===== src/rtl/snoop_filter_mnt_engine_if.sv =====
// Maintenance request/response, SRAM maintenance port and status bundle
// between the CSR controller, the snoop filter maintenance engine and the
// tag SRAM banks.
interface snoop_filter_mnt_engine_if #(
    parameter int NSETS   = 64,
    parameter int NWAYS   = 4,
    parameter int ENTRY_W = 16,
    parameter int NBANKS  = 2
);
    localparam int SET_W  = $clog2(NSETS);
    localparam int ROW_W  = $clog2(NSETS / NBANKS);
    localparam int DATA_W = NWAYS * ENTRY_W;

    logic                       op_valid;
    logic                       op_ready;
    logic [1:0]                 op_code;
    logic [SET_W-1:0]           op_set;
    logic [DATA_W-1:0]          op_wdata;
    logic                       abort;
    logic                       mnt_ops;
    logic [NBANKS-1:0]          mem_cen;
    logic                       mem_wen;
    logic [ROW_W-1:0]           mem_set_index;
    logic [DATA_W-1:0]          mem_wdata;
    logic [NBANKS*DATA_W-1:0]   mem_rdata;
    logic                       rsp_valid;
    logic                       rsp_ready;
    logic [SET_W-1:0]           rsp_set;
    logic [NWAYS-1:0]           rsp_vld_vec;
    logic [DATA_W-1:0]          rsp_data;
    logic                       done;
    logic                       busy;

    // Controller plus SRAM side: issues operations, returns read data.
    modport master (
        output op_valid, op_code, op_set, op_wdata, abort, rsp_ready, mem_rdata,
        input  op_ready, mnt_ops, mem_cen, mem_wen, mem_set_index, mem_wdata,
               rsp_valid, rsp_set, rsp_vld_vec, rsp_data, done, busy
    );

    // Engine side.
    modport slave (
        input  op_valid, op_code, op_set, op_wdata, abort, rsp_ready, mem_rdata,
        output op_ready, mnt_ops, mem_cen, mem_wen, mem_set_index, mem_wdata,
               rsp_valid, rsp_set, rsp_vld_vec, rsp_data, done, busy
    );
endinterface


===== src/rtl/snoop_filter_mnt_engine.sv =====
// Snoop filter tag SRAM maintenance engine: INIT / SCAN / RD_SET / WR_SET
// over NBANKS interleaved banks (set s -> bank s%NBANKS, row s/NBANKS).
module snoop_filter_mnt_engine #(
    parameter int NSETS   = 64,
    parameter int NWAYS   = 4,
    parameter int ENTRY_W = 16,
    parameter int NBANKS  = 2,
    parameter int RD_LAT  = 1
) (
    input logic                     clk,
    input logic                     rst,
    snoop_filter_mnt_engine_if.slave bus
);
    localparam int SET_W  = $clog2(NSETS);
    localparam int ROW_W  = $clog2(NSETS / NBANKS);
    localparam int BANK_W = (NBANKS > 1) ? $clog2(NBANKS) : 1;
    localparam int DATA_W = NWAYS * ENTRY_W;
    localparam int LAT_W  = 3;

    localparam logic [2:0] S_IDLE  = 3'd0;
    localparam logic [2:0] S_ISSUE = 3'd1;
    localparam logic [2:0] S_WAIT  = 3'd2;
    localparam logic [2:0] S_EVAL  = 3'd3;
    localparam logic [2:0] S_RESP  = 3'd4;
    localparam logic [2:0] S_NEXT  = 3'd5;
    localparam logic [2:0] S_DONE  = 3'd6;

    localparam logic [1:0] OP_INIT = 2'd0;
    localparam logic [1:0] OP_SCAN = 2'd1;
    localparam logic [1:0] OP_RD   = 2'd2;
    localparam logic [1:0] OP_WR   = 2'd3;

    logic [2:0]        state, state_nxt;
    logic [1:0]        op_q;
    logic [SET_W-1:0]  set_q;
    logic [SET_W-1:0]  cnt;
    logic [DATA_W-1:0] wdata_q;
    logic [DATA_W-1:0] rdata_q;
    logic [LAT_W-1:0]  lat_cnt;
    logic              abort_q;

    logic              multi;
    logic              is_write;
    logic              abort_seen;
    logic              last_set;
    logic              accept;
    logic              capture;
    logic [SET_W-1:0]  cur_set;
    logic [BANK_W-1:0] bank;
    logic [ROW_W-1:0]  row;
    logic [NWAYS-1:0]  vld_vec;

    // INIT/SCAN walk the counter; RD_SET/WR_SET target the latched set.
    assign multi      = (op_q == OP_INIT) || (op_q == OP_SCAN);
    assign is_write   = (op_q == OP_INIT) || (op_q == OP_WR);
    assign abort_seen = abort_q || bus.abort;
    assign last_set   = (cnt == SET_W'(NSETS - 1));
    assign accept     = (state == S_IDLE) && bus.op_valid;
    assign capture    = (state == S_WAIT) && (lat_cnt == LAT_W'(RD_LAT));
    assign cur_set    = multi ? cnt : set_q;
    assign bank       = BANK_W'(cur_set % NBANKS);
    assign row        = ROW_W'(cur_set / NBANKS);

    // The entry MSB is its valid bit.
    genvar w;
    generate
        for (w = 0; w < NWAYS; w++) begin : g_vld
            assign vld_vec[w] = rdata_q[w*ENTRY_W + ENTRY_W - 1];
        end
    endgenerate

    // Next-state decode.
    always_comb begin
        state_nxt = state;
        case (state)
            S_IDLE:  if (bus.op_valid) state_nxt = S_ISSUE;
            S_ISSUE: state_nxt = is_write ? S_NEXT : S_WAIT;
            S_WAIT:  if (capture) state_nxt = S_EVAL;
            S_EVAL:  state_nxt = ((op_q == OP_RD) || (|vld_vec)) ? S_RESP : S_NEXT;
            S_RESP:  if (bus.rsp_ready) state_nxt = S_NEXT;
            S_NEXT:  state_nxt = (!multi || last_set || abort_seen) ? S_DONE : S_ISSUE;
            S_DONE:  state_nxt = S_IDLE;
            default: state_nxt = S_IDLE;
        endcase
    end

    // State register.
    always_ff @(posedge clk or posedge rst) begin
        if (rst) state <= S_IDLE;
        else     state <= state_nxt;
    end

    // Request latch and set counter; counter stops at the last set.
    always_ff @(posedge clk or posedge rst) begin
        if (rst) begin
            op_q    <= OP_INIT;
            set_q   <= '0;
            wdata_q <= '0;
            cnt     <= '0;
        end else if (accept) begin
            op_q    <= bus.op_code;
            set_q   <= bus.op_set;
            wdata_q <= bus.op_wdata;
            cnt     <= '0;
        end else if (state == S_NEXT && multi && !last_set && !abort_seen) begin
            cnt     <= cnt + 1'b1;
        end
    end

    // Read latency counter; the bank slice is sampled RD_LAT cycles after ISSUE.
    always_ff @(posedge clk or posedge rst) begin
        if (rst) begin
            lat_cnt <= '0;
            rdata_q <= '0;
        end else begin
            if (state == S_ISSUE)     lat_cnt <= LAT_W'(1);
            else if (state == S_WAIT) lat_cnt <= lat_cnt + 1'b1;
            if (capture) rdata_q <= bus.mem_rdata[bank*DATA_W +: DATA_W];
        end
    end

    // Sticky abort for the walking operations; cleared on completion.
    always_ff @(posedge clk or posedge rst) begin
        if (rst)                                          abort_q <= 1'b0;
        else if (state == S_IDLE || state == S_DONE)      abort_q <= 1'b0;
        else if (bus.abort && multi)                      abort_q <= 1'b1;
    end

    assign bus.op_ready      = (state == S_IDLE);
    assign bus.busy          = (state != S_IDLE);
    assign bus.mnt_ops       = (state != S_IDLE) && (state != S_DONE);
    assign bus.done          = (state == S_DONE);
    assign bus.mem_cen       = (state == S_ISSUE) ? (NBANKS'(1) << bank) : '0;
    assign bus.mem_wen       = (state == S_ISSUE) && is_write;
    assign bus.mem_set_index = (state == S_ISSUE) ? row : '0;
    assign bus.mem_wdata     = (state == S_ISSUE && op_q == OP_WR) ? wdata_q : '0;
    assign bus.rsp_valid     = (state == S_RESP);
    assign bus.rsp_set       = cur_set;
    assign bus.rsp_data      = rdata_q;
    assign bus.rsp_vld_vec   = vld_vec;
endmodule


===== src/flat_wrapper.sv =====
// flat-port wrapper written by rule: the top's interface ports become plain ports
module snoop_filter_mnt_engine_flat 
#(
    parameter int NSETS   = 64,
    parameter int NWAYS   = 4,
    parameter int ENTRY_W = 16,
    parameter int NBANKS  = 2,
    parameter int RD_LAT  = 1
)
  (clk, rst, bus_op_valid, bus_op_code, bus_op_set, bus_op_wdata, bus_abort, bus_rsp_ready, bus_mem_rdata, bus_op_ready, bus_mnt_ops, bus_mem_cen, bus_mem_wen, bus_mem_set_index, bus_mem_wdata, bus_rsp_valid, bus_rsp_set, bus_rsp_vld_vec, bus_rsp_data, bus_done, bus_busy);
  snoop_filter_mnt_engine_if #(.NSETS(NSETS), .NWAYS(NWAYS), .ENTRY_W(ENTRY_W), .NBANKS(NBANKS)) bus_i ();
  input logic clk;
  input logic rst;
  input wire logic [$bits(bus_i.op_valid)-1:0] bus_op_valid;
  input wire logic [$bits(bus_i.op_code)-1:0] bus_op_code;
  input wire logic [$bits(bus_i.op_set)-1:0] bus_op_set;
  input wire logic [$bits(bus_i.op_wdata)-1:0] bus_op_wdata;
  input wire logic [$bits(bus_i.abort)-1:0] bus_abort;
  input wire logic [$bits(bus_i.rsp_ready)-1:0] bus_rsp_ready;
  input wire logic [$bits(bus_i.mem_rdata)-1:0] bus_mem_rdata;
  output wire logic [$bits(bus_i.op_ready)-1:0] bus_op_ready;
  output wire logic [$bits(bus_i.mnt_ops)-1:0] bus_mnt_ops;
  output wire logic [$bits(bus_i.mem_cen)-1:0] bus_mem_cen;
  output wire logic [$bits(bus_i.mem_wen)-1:0] bus_mem_wen;
  output wire logic [$bits(bus_i.mem_set_index)-1:0] bus_mem_set_index;
  output wire logic [$bits(bus_i.mem_wdata)-1:0] bus_mem_wdata;
  output wire logic [$bits(bus_i.rsp_valid)-1:0] bus_rsp_valid;
  output wire logic [$bits(bus_i.rsp_set)-1:0] bus_rsp_set;
  output wire logic [$bits(bus_i.rsp_vld_vec)-1:0] bus_rsp_vld_vec;
  output wire logic [$bits(bus_i.rsp_data)-1:0] bus_rsp_data;
  output wire logic [$bits(bus_i.done)-1:0] bus_done;
  output wire logic [$bits(bus_i.busy)-1:0] bus_busy;
  assign bus_i.op_valid = bus_op_valid;
  assign bus_i.op_code = bus_op_code;
  assign bus_i.op_set = bus_op_set;
  assign bus_i.op_wdata = bus_op_wdata;
  assign bus_i.abort = bus_abort;
  assign bus_i.rsp_ready = bus_rsp_ready;
  assign bus_i.mem_rdata = bus_mem_rdata;
  assign bus_op_ready = bus_i.op_ready;
  assign bus_mnt_ops = bus_i.mnt_ops;
  assign bus_mem_cen = bus_i.mem_cen;
  assign bus_mem_wen = bus_i.mem_wen;
  assign bus_mem_set_index = bus_i.mem_set_index;
  assign bus_mem_wdata = bus_i.mem_wdata;
  assign bus_rsp_valid = bus_i.rsp_valid;
  assign bus_rsp_set = bus_i.rsp_set;
  assign bus_rsp_vld_vec = bus_i.rsp_vld_vec;
  assign bus_rsp_data = bus_i.rsp_data;
  assign bus_done = bus_i.done;
  assign bus_busy = bus_i.busy;
  snoop_filter_mnt_engine #(.NSETS(NSETS), .NWAYS(NWAYS), .ENTRY_W(ENTRY_W), .NBANKS(NBANKS), .RD_LAT(RD_LAT)) u_core (.clk(clk), .rst(rst), .bus(bus_i));
endmodule

===== config.mk =====
export PLATFORM = sky130hd
export DESIGN_NAME = snoop_filter_mnt_engine_flat
export DESIGN_NICKNAME = d
export VERILOG_FILES = /design/src/rtl/snoop_filter_mnt_engine_if.sv /design/src/rtl/snoop_filter_mnt_engine.sv /design/src/flat_wrapper.sv
export SDC_FILE = /design/constraint.sdc
export NUM_CORES = 1
export LEC_CHECK = 0
export CORE_ASPECT_RATIO = 1.2
export CORE_MARGIN = 1
export CORE_UTILIZATION = 37
export DETAILED_ROUTE_END_ITERATION = 10
export GPL_TIMING_DRIVEN = 0
export PLACE_DENSITY = 0.78
export SYNTH_ARGS = -nofsm -noshare
export SYNTH_HDL_FRONTEND = slang
export SYNTH_SLANG_ARGS = --single-unit
export TNS_END_PERCENT = 20

===== constraint.sdc =====
create_clock -name clk -period 4.3 [get_ports clk]
set_clock_uncertainty 0.05 [all_clocks]
set_input_delay 0.645 -clock clk [delete_from_list [all_inputs] [get_ports clk]]
set_output_delay 0.645 -clock clk [all_outputs]
set_load 0.03 [all_outputs]

==> results_dict.tcl <==
set metrics [dict create \
    r2r_cells 9 \
    h-tree-depth 4 \
    synthTopCellsByArea "dfrtp_1 52%, nand2_1 15%, mux2i_1 9.4%, and2_1 5.8%, o21ai_1 4.5%" \
    critPathMaxFanout 10 \
    vdd_drop_max_v 0.000443 \
    firstDrtPassIters 6 \
    wire_per_inst_um 15.7 \
    start_util 0.377 \
    core_area_um2 18900 \
    grt_pass1_wl_um 34400 \
    drv_cap 0 \
    cp_data_arrival_time_ns 3.01 \
    drtIter0Drc 263 \
    ys_seq_area_frac 0.525 \
    rsz0062_at_grt "no" \
    p_clk_frac 0.192 \
    gp_congestion 0.820 \
    clock_path_buffers 2 \
    finalCritPeriodShare 0.862 \
    synth_top_family_by_area "simple AND/OR/NAND/NOR gates" \
    hold_viol_final 0 \
    cts_made_buffers 17 \
    endpoint "bus_mem_wdata[61]" \
    r2r_slack_ns 1.89 \
    fmax_mhz 270 \
    total_power_mw 7.97 \
    slew_violations 0 \
    io_buffers 355 \
    synth.avg_cell_area_um2 9.21 \
    p_leak_nw 5.56 \
    vias_per_cell 4.67 \
    power.switching_mw 3.30 \
    syn-num-nets 984 \
    die_x_um 129 \
    clkTransAtPathRegs_ns 0.06 \
    final_cell_mix "355 x clkdlybuf4s50_1, 282 x nand2_1, 149 x dfrtp_1, 67 x mux2i_1, 66 x and2_1" \
    die_h_um 154 \
    holdCritPathClass "flip-flop to flip-flop" \
    cp-startpoint "u_core.state[1]$_DFFE_PP0P_" \
    ant_nets 0 \
    cell_internal_pwr_mw 4.67 \
    endpoint_kind "output port" \
    fp-row-count 55 \
    cts_resized 0 \
    worst_slack_ns 0.595 \
    dpl.hpwl_um 17500 \
    worstReg2RegEnd "u_core.bus.rsp_data[4]$_DFFE_PP0P_" \
    grt_max_degree 43 \
    post-place-ws_ns 0.982 \
    clock-root-buffer "clkbuf_16" \
    synth_edf_count 0 \
    yosysTopAreaCellShare 0.525 \
    synth-simple-area-share 0.236 \
    synth-async-reset-ratio 1.00 \
    whs_ns 0.414 \
    ctsHoldBuffers 0 \
    overflow 0 \
    final_common_cell "clkdlybuf4s50_1" \
    drcViolationCount 0 \
    yosys_warnings 0 \
    grt_antenna_before_repair 0 \
    worstPathRequired_ns 3.61 \
    r2r_start "u_core.op_q[1]$_DFFE_PP0P_" \
    worstSkewPairLatency_ns 0.41 \
    wirelength_um 22300 \
    synth_ff_type "dfrtp_1" \
    fin_tns_setup_ns 0 \
    critPathLaunchType "flip-flop" \
    area_growth_pct 64.3 \
    finalCriticalPeriod_ns 3.71 \
    synthAdderAreaFrac 0.0123 \
    grt_pass1_vias 6680 \
    path_class "flip-flop to output port" \
    pin_count 356 \
    antennaDiodeCount 0 \
    yosys.area.top_type "dfrtp_1" \
    num_vias 6627 \
    synth_area_um2 7110 \
    status "finished, final reports clean" \
    synthDistinctLibCells 39 \
    tightest_slew_ns 0.622 \
    yosys.area_share.xor_xnor 0 \
    synth_compound_area_frac 0.0697 \
    cts_tree "done" \
    dieArea_um2 19800 \
    cts_setup_buffers 0 \
    switching_share 0.414 \
    nets 1362 \
    track_usage 0.229 \
    setup_viol 0 \
    synth-seq-cells 149 \
    power_density_nw_per_um2 682 \
    syn_inst 772 \
    cts_sinks 149 \
    layout-drive-gt1-share 0.0636 \
    combPwrFrac 0.506 \
    seqPwrFrac 0.302 \
    slew_headroom 0.586 \
    synth.area.mux_share 0.109 \
]
-- synthesized netlist by cell type (2+ instances only) --
cell type / n
dfrtp_1: 149
a211oi_1: 2
ha_1: 7
and3_1: 3
and2_1: 66
or4_1: 2
buf_8: 4
buf_4: 10
a21oi_1: 10
mux2i_1: 67
buf_2: 10
o21ai_1: 64
nand2_1: 282
clkbuf_1: 28
inv_1: 7
buf_6: 2
nor2b_1: 7
o31ai_1: 2
nor3_1: 3
o21ai_0: 8
nor2_1: 9
mux2_2: 7
nand3_1: 7
-- registers in the layout, indices dropped and copies added (netlist names) --
signal               cells
u_core.op_q              2
u_core.wdata_q          64
u_core.bus.rsp_data     64
u_core.cnt               6
u_core.set_q             6
u_core.abort_q           1
u_core.lat_cnt           3
u_core.state             3
-- power by group through the flow --
stage,Combinational (mW),Sequential (mW),Clock [mW]
detailed placement,4.06,2.42,0
global placement,3.99,2.39,0
floorplan,1.92,2.94,0
CTS,4.08,2.41,1.56
global route,4.35,2.49,1.61
finish,4.03,2.40,1.53
-- final cells by class --
cell class / instances / area [µm²]
sequential: 149 / 3730
tap: 256 / 320
multi-input combinational: 560 / 3030
clock inverter: 12 / 143
timing repair buffer: 359 / 3630
clock buffer: 20 / 467
inverter: 9 / 37.5
fill: 1679 / 7180
buffer: 54 / 313
-- metal layers --
metal  part of all wire  GRT usage
met1               0.38      0.248
met2               0.52      0.413
met3              0.078     0.0665
met4              0.027     0.0924
met5                  0          0
-- logic make-up (layout without fill, tap and decap cells) --
| family | Yosys count | count (layout) |
|---|---|---|
| AO/OA/AOI/OAI | 93 | 93 |
| multiplexers | 75 | 75 |
| AND/OR/NAND/NOR | 385 | 385 |
| flip-flops | 149 | 149 |
| buffers and inverters | 63 | 454 |
| adder cells (fa/ha/maj) | 7 | 7 |
-- metrics by stage --
step | util | instances | area, µm²
global placement | 0.583 | 1383 | 11000
CTS | 0.619 | 1419 | 11700
floorplan | - | 772 | 7110
finish | 0.619 | 1419 | 11700
detailed placement | 0.587 | 1387 | 11100
global route | 0.619 | 1419 | 11700
-- worst min-delay path by stage --
stage	from	end	slack (ns)	cells after the start
2_1_floorplan	u_core.wdata_q[0]$_DFFE_PP0P_	u_core.wdata_q[0]$_DFFE_PP0P_	0.39	2
3_3_place_gp	u_core.wdata_q[9]$_DFFE_PP0P_	u_core.wdata_q[9]$_DFFE_PP0P_	0.40	2
3_5_place_dp	u_core.wdata_q[34]$_DFFE_PP0P_	u_core.wdata_q[34]$_DFFE_PP0P_	0.40	2
4_1_cts	u_core.wdata_q[55]$_DFFE_PP0P_	u_core.wdata_q[55]$_DFFE_PP0P_	0.42	2
5_1_grt	u_core.wdata_q[42]$_DFFE_PP0P_	u_core.wdata_q[42]$_DFFE_PP0P_	0.43	2
6_report	u_core.wdata_q[0]$_DFFE_PP0P_	u_core.wdata_q[0]$_DFFE_PP0P_	0.41	2
-- worst max-delay path, stage by stage (launching register included) --
cell,delay [ns]
dfrtp_1,0.35
buf_2,0.17
nor2_1,0.14
and3_1,0.16
clkbuf_1,0.48
clkbuf_1,0.36
and2_1,0.24
clkdlybuf4s50_1,0.69
Power figures use the tool's default switching activity.
